`src/rtl/bcd_updown_counter_nd.sv`:
```
// ---------------------------------------------------------------------------
// bcd_updown_counter_nd
//
// Multi-digit packed-BCD up/down counter with synchronous parallel load,
// count enable, a registered terminal-count pulse and a registered
// load-validation flag. Digit 0 lives in bits [3:0].
//
// Optional build macro: BCD_COUNTER_SAT_EN
//   undefined : the count wraps (all-9s -> all-0s going up,
//               all-0s -> all-9s going down), and tc marks the wrap.
//   defined   : the count saturates at the ends of the range, and tc
//               pulses on every edge where a count request is blocked.
//
// The tc output is meant to drive the en input of a further instance.
// ---------------------------------------------------------------------------
module bcd_updown_counter_nd #(
  parameter int NUM_DIGITS = 3,            // 1..8 decades
  parameter int W          = 4*NUM_DIGITS  // derived width, leave at default
) (
  input  logic         clk,
  input  logic         reset_n,
  input  logic         en,
  input  logic         load,
  input  logic         up_down,
  input  logic [W-1:0] data_in,
  output logic [W-1:0] count_out,
  output logic         tc,
  output logic         load_err
);

  localparam logic [3:0] DIGIT_MAX = 4'd9;

  // Registered state
  logic [W-1:0] count_q, count_d;
  logic         tc_q, tc_d;
  logic         load_err_q, load_err_d;

  // Candidate next values, computed unconditionally and selected below
  logic [W-1:0] count_inc;     // count_q + 1 with decimal carry ripple
  logic [W-1:0] count_dec;     // count_q - 1 with decimal borrow ripple
  logic         all_nines;     // count_q is the top of the range
  logic         all_zeros;     // count_q is the bottom of the range
  logic [W-1:0] load_clean;    // data_in with non-BCD digits forced to 0
  logic         load_bad;      // data_in contains at least one non-BCD digit

  // Decimal increment: a digit steps only when every lower digit was 9,
  // and digits that were 9 roll over to 0. The carry leaving the top digit
  // is therefore exactly "all digits were 9".
  always_comb begin : inc_calc
    logic       carry;
    logic [3:0] digit;
    // NOTE: every variable written in a combinational block gets a value at
    // the top of the block so no path leaves it unassigned (no latch).
    count_inc = count_q;
    carry     = 1'b1;
    digit     = 4'd0;
    for (int k = 0; k < NUM_DIGITS; k++) begin
      digit = count_q[4*k +: 4];
      if (carry) begin
        if (digit >= DIGIT_MAX) begin
          count_inc[4*k +: 4] = 4'd0;
        end else begin
          count_inc[4*k +: 4] = digit + 4'd1;
          carry               = 1'b0;
        end
      end
    end
    all_nines = carry;
  end

  // Decimal decrement: a digit steps only when every lower digit was 0,
  // and digits that were 0 roll under to 9. The borrow leaving the top
  // digit is exactly "all digits were 0".
  always_comb begin : dec_calc
    logic       borrow;
    logic [3:0] digit;
    count_dec = count_q;
    borrow    = 1'b1;
    digit     = 4'd0;
    for (int k = 0; k < NUM_DIGITS; k++) begin
      digit = count_q[4*k +: 4];
      if (borrow) begin
        if (digit == 4'd0) begin
          count_dec[4*k +: 4] = DIGIT_MAX;
        end else if (digit > DIGIT_MAX) begin
          // Unreachable from any input sequence; steer to a legal digit.
          count_dec[4*k +: 4] = DIGIT_MAX;
          borrow              = 1'b0;
        end else begin
          count_dec[4*k +: 4] = digit - 4'd1;
          borrow              = 1'b0;
        end
      end
    end
    all_zeros = borrow;
  end

  // Load validation: each nibble above 9 is replaced by 0 and flagged, so
  // the counter never holds a non-BCD digit.
  always_comb begin : load_check
    logic [3:0] nib;
    load_clean = '0;
    load_bad   = 1'b0;
    nib        = 4'd0;
    for (int k = 0; k < NUM_DIGITS; k++) begin
      nib = data_in[4*k +: 4];
      if (nib > DIGIT_MAX) begin
        load_clean[4*k +: 4] = 4'd0;
        load_bad             = 1'b1;
      end else begin
        load_clean[4*k +: 4] = nib;
      end
    end
  end

  // Next-state selection: load beats count, count beats hold. tc is a
  // one-edge pulse, so it defaults low and is raised only by a range event.
  always_comb begin : next_state
    count_d    = count_q;
    tc_d       = 1'b0;
    load_err_d = load_err_q;
    if (load) begin
      count_d    = load_clean;
      load_err_d = load_bad;
    end else if (en) begin
      if (up_down) begin
`ifdef BCD_COUNTER_SAT_EN
        if (all_nines) begin
          count_d = count_q;
          tc_d    = 1'b1;
        end else begin
          count_d = count_inc;
        end
`else
        count_d = count_inc;
        tc_d    = all_nines;
`endif
      end else begin
`ifdef BCD_COUNTER_SAT_EN
        if (all_zeros) begin
          count_d = count_q;
          tc_d    = 1'b1;
        end else begin
          count_d = count_dec;
        end
`else
        count_d = count_dec;
        tc_d    = all_zeros;
`endif
      end
    end
  end

  // State registers with asynchronous clear; a reset mid-count drops any
  // pending carry because all state is cleared together.
  always_ff @(posedge clk or negedge reset_n) begin
    if (!reset_n) begin
      count_q    <= '0;
      tc_q       <= 1'b0;
      load_err_q <= 1'b0;
    end else begin
      // NOTE: sequential state uses non-blocking assignments so every flop
      // samples its pre-edge inputs regardless of statement order.
      count_q    <= count_d;
      tc_q       <= tc_d;
      load_err_q <= load_err_d;
    end
  end

  assign count_out = count_q;
  assign tc        = tc_q;
  assign load_err  = load_err_q;

endmodule

```
`config.mk`:
```
export PLATFORM = sky130hd
export DESIGN_NAME = bcd_updown_counter_nd
export DESIGN_NICKNAME = d
export VERILOG_FILES = /design/src/rtl/bcd_updown_counter_nd.sv
export SDC_FILE = /design/constraint.sdc
export NUM_CORES = 1
export LEC_CHECK = 0
export CAP_MARGIN = 20
export CORE_ASPECT_RATIO = 2
export CORE_UTILIZATION = 33
export DETAILED_ROUTE_END_ITERATION = 8
export DONT_BUFFER_PORTS = 1
export PLACE_DENSITY = 0.53
export SLEW_MARGIN = 20
export SYNTH_ARGS = -nofsm -noshare
export SYNTH_HDL_FRONTEND = slang
export SYNTH_SLANG_ARGS = --single-unit
```
`constraint.sdc`:
```
create_clock -name clk -period 5.6 [get_ports clk]
set_clock_uncertainty 0.2 [all_clocks]
set_input_delay 1.12 -clock clk [delete_from_list [all_inputs] [get_ports clk]]
set_output_delay 1.12 -clock clk [all_outputs]
set_load 0.05 [all_outputs]
```
== Yosys cells after proc, flatten, opt, wreduce, memory -nomap -nowiden ==
Index checks and enable logic that the tools add are counted.

* Flip-flop bits (word level): 14
* Output and inout bits: 14
* Bits of input ports: 17
* Word-level logic and storage cells: 65

* Reductions and logical operators: 8
* Add/sub/neg operators: 6
* $lt $le $gt $ge: 9
* Equality and inequality tests: 2
* Muxes and demuxes: 35

{| class="wikitable"
|+ Operators by type and width
! cell !! count
|-
| $mux W4 || 16
|-
| $mux W12 || 3
|-
| $gt A4 B4 Y1 const B || 6
|-
| $mux W1 || 16
|-
| $add A4 B1 Y4 const B || 3
|-
| $ge A4 B4 Y1 const B || 3
|-
| $logic_not A4 Y1 || 3
|-
| $sub A4 B1 Y4 const B || 3
|-
| $ne A3 B2 Y1 const B || 2
|-
| $reduce_and A3 Y1 || 2
|-
| $reduce_bool A3 Y1 || 2
|-
| $reduce_bool A2 Y1 || 1
|}

== Logic depth before layout (Yosys ltp) ==
Gate-level depths: netlist of the first run.

* Depth after elaboration: 7
* Depth in mapped cells: 8
* Depth with buffers taken out: 7

== Worst setup path after synthesis of the first run ==
Ideal clock, no wire load.

* Path type: input -> register
* Start: input port load
* End: register count_q[10], in the netlist count_out[10]
* Path buffers: 1
* Arrival time: 2.325 ns
* Cell stages on the path: 6
* Library setup time: 0.121 ns
* Path slack: 2.954 ns
* Cell sequence: clkdlybuf4s15_2 > and2b_2 > o21ai_0 > o311a_4 > o21ai_2 > a22o_1

* Word-level cells in the longest chain between the ends: 2
* Elaborated cells on any way between the ends: 5
* Classes of those cells: eq/ne: 1; mux: 1; reduce/logical: 3

{| class="wikitable"
|+ Ends and longest elaborated chain
! what !! line !! source
|-
| start, declared || 23 || <nowiki>input logic load,</nowiki>
|-
| $ne A3 B2 Y1 (no line), or another cell as far along || n/a ||
|-
| $reduce_and A3 Y1 (no line) || n/a ||
|-
| end signal, assigned || 164 || <nowiki>count_q <= count_d;</nowiki>
|-
| end, declared || 34 || <nowiki>logic [W-1:0] count_q, count_d;</nowiki>
|}

Parallel ways exist; a longest one is shown, timed or not.
A chain may end at the register's enable or synchronous reset.

== Worst setup path after layout of the first run ==
* Start: register count_q[1], in the netlist count_out[1]
* End: register count_q[7], in the netlist count_out[7]

* Word-level cells in the longest chain between the ends: 4
* Elaborated cells on any way between the ends: 7
* Classes of those cells: order compare: 1; eq/ne: 1; mux: 2; reduce/logical: 3

{| class="wikitable"
|+ Ends and longest elaborated chain
! what !! line
|-
| $ge A4 B4 Y1 / $logic_not A4 Y1 (equally long branches) || 60, 83
|-
| $mux W1 (on tied branches) || 60, 83
|-
| $ne A3 B2 Y1 (no line) / $reduce_bool A3 Y1 (equally long branches) || n/a
|-
| $reduce_and A3 Y1 (no line) * || n/a
|}

Mark *: on every way between the ends. The rest lies on a longest branch, timed or not.

==> results.ini, run 1 <==
[yosys]
syn-mean-instance-area_sq_um = 7.83
synth_ff_type = dfrtp_1
synth_fp_nets = 219
synth_edf_count = 0
synth-seq-cells = 14
ys_async_sr_fraction_pct = 100
cell_count_after_synthesis = 191
synth-warning-count = 0
yosysSeqAreaShare_pct = 23.4
post_synth_instance_area_sq_um = 1500
yosysUniqueCellTypes = 52

[placed_design]
post-dp-hpwl_mm = 3.22
dp_worst_setup_slack_ns = 2.76
buffer_ports.inserted = 0
finalWeightedCongestion = 0.854
dpl_cell_area_sq_um = 1480
post-place-cells = 233

[grt]
grt.overflow.total = 0
first_global_vias = 1348
grt_use_total_pct = 18.7
grt_first_pass_wirelength_mm = 6.84
antenna_found_initial = 0
grt_max_degree = 27

[floorplanning]
core_region_area_sq_um = 4340
fp.dieW_microns = 49.6
floorplan.initialDensity_pct = 34.5
fp-row-count = 34
floorplan.die.height_microns = 97.2
die_area_sq_um = 4820
ios = 31

[cells_and_area]
final.fill_count = 502
post_route_cells_drive_above_1_share_pct = 8.74
area_growth_pct = 2.34
post_layout_nonfiller_instances = 237
postLayoutCellArea_sq_um = 1530
area_of_combinational_cells_with_multiple_inputs_sq_um = 1000
mostFrequentLayoutCell = nor2_1
layout_common_cells = nor2_1 (25), o21ai_0 (17), inv_1 (14), dfrtp_1 (14), a21oi_1 (12)
finish.net_count = 212
insertedDiodeCount = 0
regArea_sq_um = 350

[clocking]
post_cts_resized = 0
clock_tree_root_buffer_cell = clkbuf_8
post_cts_buffers = 0
htreeDepth = 1
cts_hold_repair.buffers = 0
cts_max_path_buffers = 2
cts_inserted_buffers = 3
clkLatencyLatePin_ns = 0.25
cts_sinks = 14
tritoncts = done
worst_setup_hold_path_clk_slew_ns = 0.07

[worst_setup_path]
criticalPathCategory = flip-flop to flip-flop
critPathCaptureType = flip-flop
critical_path.startpoint_type = flip-flop
worst_ep_arrival_time_ns = 2.84
critical_path_peak_fanout = 7
worstPathRequired_ns = 5.56

[drt]
routed_wire_length_per_instance_microns = 17.9
dr_total_vias = 1379
drt.antenna.violating_nets = 0
drt_iter0_markers = 33
remaining_drcs = 0
drt_first_pass_iters = 4
drt-total-wl_mm = 4.25
vias_per_cell = 5.82

[min_path]
worstHoldPathType = input port to async pin

[timing]
finalMaxSlewViolations = 0
actual_transition_at_the_worst_max_transition_pin_ns = 0.795
setup_ws_ns = 2.72
setup_repair_after_global_routing_missed_its_margin = false
finalCritPeriodShare_pct = 51.4
setup_violations = 0
final_worst_path_period_need_ns = 2.88
slew_headroom_pct = 47.0
timing.fmax_ghz = 0.348
totalNegativeSetupSlack_ns = 0
final.hold.worst_slack_ns = 0.357
timing_hold_violations_final = 0

[power_and_ir_drop]
vdd_ir_drop_max_mv = 0.254
leakage_nw = 0.608
power_density_nw_per_um2 = 432

[outcome]
outcome = completed

[flow_run]
max_cap_violations = 0

[cells in the mapped netlist, types with 2 or more instances]
| cell type | n | area share (%) |
|---|---|---|
| ha_1 | 11 | 9.2 |
| nand3_1 | 4 | 1.3 |
| a31o_2 | 2 | 1.2 |
| o21ai_0 | 17 | 5.7 |
| o31ai_1 | 4 | 2.0 |
| dfrtp_1 | 14 | 23 |
| buf_6 | 3 | 2.3 |
| a32oi_1 | 3 | 1.8 |
| nor2_1 | 25 | 6.3 |
| nand2_1 | 10 | 2.5 |
| a31oi_1 | 5 | 2.1 |
| inv_1 | 14 | 3.5 |
| nand2b_1 | 2 | 0.84 |
| nor3b_1 | 11 | 5.5 |
| nand3b_1 | 2 | 1.0 |
| or2_2 | 2 | 0.84 |
| a21oi_1 | 12 | 4.0 |
| a211oi_1 | 3 | 1.5 |
| o21bai_1 | 3 | 1.5 |
| clkbuf_1 | 5 | 1.3 |
| nand4b_1 | 2 | 1.2 |
| nor2b_1 | 4 | 1.7 |
| nand4_1 | 3 | 1.3 |
| and3_1 | 2 | 0.84 |
[critical path, cell delays in order (launching register included)]
cell     delay (ns)
dfrtp_1        0.74
inv_1          0.21
ha_1           0.26
nor3b_1        0.41
o21ai_0        0.16
a21oi_1        0.53
o21ai_0        0.18
o31ai_1        0.11
[flip-flops by register name (all words and copies together), names as in the netlist]
| signal | flops |
|---|---|
| tc | 1 |
| load_err | 1 |
| count_out | 12 |
[through the flow]
stage / power (W) / util, %
floorplan: 0.000506 / -
global placement: 0.000559 / 34.0
detailed placement: 0.000558 / 34.0
CTS: 0.000665 / 35.3
global route: 0.000715 / 35.3
finish: 0.000661 / 35.3
[power by group]
group	switching [W]	internal [W]	leakage (nW)
combinational	0.000144	0.000118	0.405
clock	0.0000402	0.0000623	0.0288
sequential	0.000171	0.000126	0.174
[layer usage]
layer	up-vias	wire, microns	part of all wire [%]	track usage, %
met5	-	0	0	0
met4	0	106	2.5	8.79
met3	8	180	4.2	3.44
met2	37	2370	56	34.4
met1	653	1590	37	19.5
li1	681	-	-	-
[cell type report]
class	count	share of cell area, %
clock buffer	4	3.60
tap	54	4.42
multi-input combinational	150	65.4
inverter	15	3.68
sequential	14	22.9
[cells by family (layout without fill, tap and decap cells)]
logic type | Yosys count | in the layout | share of synthesized area, %
AO/OA/AOI/OAI | 63 | 63 | 28.6
adder cells (fa/ha/maj) | 11 | 11 | 9.20
flip-flops | 14 | 14 | 23.4
multiplexers | 1 | 1 | 0.669
buffers and inverters | 27 | 19 | 9.62
AND/OR/NAND/NOR | 75 | 75 | 28.5
[worst paths after layout]
path | start | end | slack [ns] | cells after the start
worst max-delay path | count_out[1] | count_out[7] | 2.72 | 7
worst min-delay path | reset_n | count_out[7] | 0.36 | 0
worst max register to register | count_out[1] | count_out[7] | 2.72 | 7
worst min register to register | load_err | load_err | 0.62 | 2
max in group asynchronous | reset_n | count_out[5] | 4.77 | 0
min in group clk | load_err | load_err | 0.62 | 2
No activity file was read; power rests on OpenSTA's default activity.
==> inputs of run 2 (changes only) <==
--- a/config.mk
+++ b/config.mk
@@ -10,7 +10,7 @@
 export CORE_UTILIZATION = 33
 export DETAILED_ROUTE_END_ITERATION = 8
 export DONT_BUFFER_PORTS = 1
-export PLACE_DENSITY = 0.53
+export PLACE_DENSITY = 0.54
 export SLEW_MARGIN = 20
 export SYNTH_ARGS = -nofsm -noshare
 export SYNTH_HDL_FRONTEND = slang
==> constraint.sdc (replaced) <==
create_clock -name clk -period 2.6 [get_ports clk]
set_clock_uncertainty 0.2 [all_clocks]
set_input_delay 0.52 -clock clk [delete_from_list [all_inputs] [get_ports clk]]
set_output_delay 0.52 -clock clk [all_outputs]
set_load 0.05 [all_outputs]
==> run 2 against run 1 <==
Critical path depth is the same. Via count grew 6.2%. Clock-buffer cell count shrank 1. Final cell count grew 6.3%. Register-to-register slack lost 2.4 ns. Die area is the same. Combinational power grew to 3.7 times the previous value. Critical path type unchanged.
==> results.ini, run 2 (synthesized netlist as in run 1, its figures left out) <==
[outcome]
outcome = completed

[placed_design]
buffer_ports.inserted = 0
finalWeightedCongestion = 0.798
post-place-cells = 248
post-dp-hpwl_mm = 3.38
dpl_cell_area_sq_um = 1590

[drt]
remaining_drcs = 0
drt_first_pass_iters = 4
dr_total_vias = 1465
drt-total-wl_mm = 4.33
drt_iter0_markers = 29
routed_wire_length_per_instance_microns = 17.2
drt.antenna.violating_nets = 0
vias_per_cell = 5.81

[cells_and_area]
post_route_cells_drive_above_1_share_pct = 15.2
regArea_sq_um = 350
final.fill_count = 489
postLayoutCellArea_sq_um = 1640
mostFrequentLayoutCell = nor2_1
insertedDiodeCount = 0
post_layout_nonfiller_instances = 252
layout_common_cells = nor2_1 (25), o21ai_0 (17), buf_4 (15), inv_1 (14), dfrtp_1 (14)
area_of_combinational_cells_with_multiple_inputs_sq_um = 1000
finish.net_count = 228
largest_register_ff_count = 12
area_growth_pct = 9.62
postLayoutCoreUtil_pct = 37.8

[clocking]
clkLatencyLatePin_ns = 0.24
htreeDepth = 1
tritoncts = done
worst_setup_hold_path_clk_slew_ns = 0.06
cts_max_path_buffers = 2
post_cts_resized = 0
clock_tree_root_buffer_cell = clkbuf_8
cts_inserted_buffers = 3
cts_sinks = 14

[worst_setup_path]
crit_path_top_delay_cell = o21ai_0
worstPathRequired_ns = 2.53
criticalPathCategory = flip-flop to flip-flop
critical_path.startpoint_type = flip-flop
timing.reg2reg.worst_path_depth = 7
cp.depth = 7
worst_ep_arrival_time_ns = 2.20
critPathCaptureType = flip-flop
path_cells = inv_1 > ha_1 > nor3b_1 > o21ai_0 > o311a_4 > o21ai_2 > a22o_1
crit_path_max_incr_delay_ns = 0.49
critical_path_peak_fanout = 8
critical_path.top_delay_family = compound AO/OA/AOI/OAI gates
path_buf_inv = 1

[floorplanning]
floorplan.die.height_microns = 97.2
core_region_area_sq_um = 4340
die_area_sq_um = 4820
ios = 31
floorplan.initialDensity_pct = 34.5
fp-row-count = 34
fp.dieW_microns = 49.6

[grt]
antenna_found_initial = 0
grt_use_total_pct = 19.1
grt_max_degree = 27
grt_first_pass_wirelength_mm = 7.13
first_global_vias = 1444
grt.overflow.total = 0

[timing]
finalMaxSlewViolations = 0
totalNegativeSetupSlack_ns = 0
actual_transition_at_the_worst_max_transition_pin_ns = 0.731
timing_hold_violations_final = 0
timing.fmax_ghz = 0.442
finalCritPeriodShare_pct = 87.1
setup_violations = 0
setup_repair_after_global_routing_missed_its_margin = false
slew_headroom_pct = 51.1
final_worst_path_period_need_ns = 2.26

[min_path]
count_of_cells_along_the_worst_hold_path = 1
worstHoldPathType = input port to flip-flop

[power_and_ir_drop]
vdd_ir_drop_max_mv = 0.563
leakage_nw = 0.680
power_density_nw_per_um2 = 912

[flow_run]
max_cap_violations = 0

## run 2: path summary, 6_finish.rpt
kind / start / end / slack (ns)
max: count_out[4] / count_out[10] / 0.34
min: en / count_out[1] / 0.18
max reg2reg: count_out[4] / count_out[10] / 0.34
min reg2reg: count_out[5] / count_out[5] / 0.38
max in group asynchronous: reset_n / count_out[1] / 1.16
min in group asynchronous: reset_n / count_out[5] / 0.58
## run 2: cell type report
class | count | area share (%)
Clock buffer | 3 | 2.52
Inverter | 15 | 3.44
Multi-Input combinational cell | 150 | 61.1
Sequential cell | 14 | 21.4
Tap cell | 54 | 4.12
Timing Repair Buffer | 16 | 7.48
## run 2: report_power, final
part | internal, W | switching (W) | total, W | leakage (nW)
clock network | 0.000102 | 0.0000761 | 0.000178 | 0.0216
registers | 0.000278 | 0.0000664 | 0.000344 | 0.174
logic | 0.000341 | 0.000630 | 0.000972 | 0.484
## run 2: metrics by stage
stage	total power, W	setup WS (ns)	hold slack [ns]
2_1_floorplan	0.00109	0.130	0.0244
3_3_place_gp	0.00131	0.363	0.0247
3_5_place_dp	0.00132	0.342	0.0247
4_1_cts	0.00151	0.333	0.172
5_1_grt	0.00160	0.107	0.184
6_report	0.00149	0.335	0.177
## run 2: worst reg2reg max path, cell delays in order, from the launching register on
cell     delay, ns
dfrtp_1       0.43
inv_1         0.06
ha_1          0.21
nor3b_1       0.15
o21ai_0       0.49
o311a_4       0.38
o21ai_2       0.06
a22o_1        0.17
## run 2: timing repair
action                     in CTS  in global routing
hold endpoints to repair       14                  0
setup endpoints to repair       0                  0
hold buffers                    1                  0
setup buffers                   0                  0
## run 2: per-layer routing
layer	routed length, microns	up-vias	share of wire (%)	GRT usage [%]
met1	1540	686	36	20.6
li1	-	716	-	-
met4	173	0	4.0	11.6
met5	0	-	0	0
met3	235	12	5.4	3.44
met2	2380	51	55	33.2
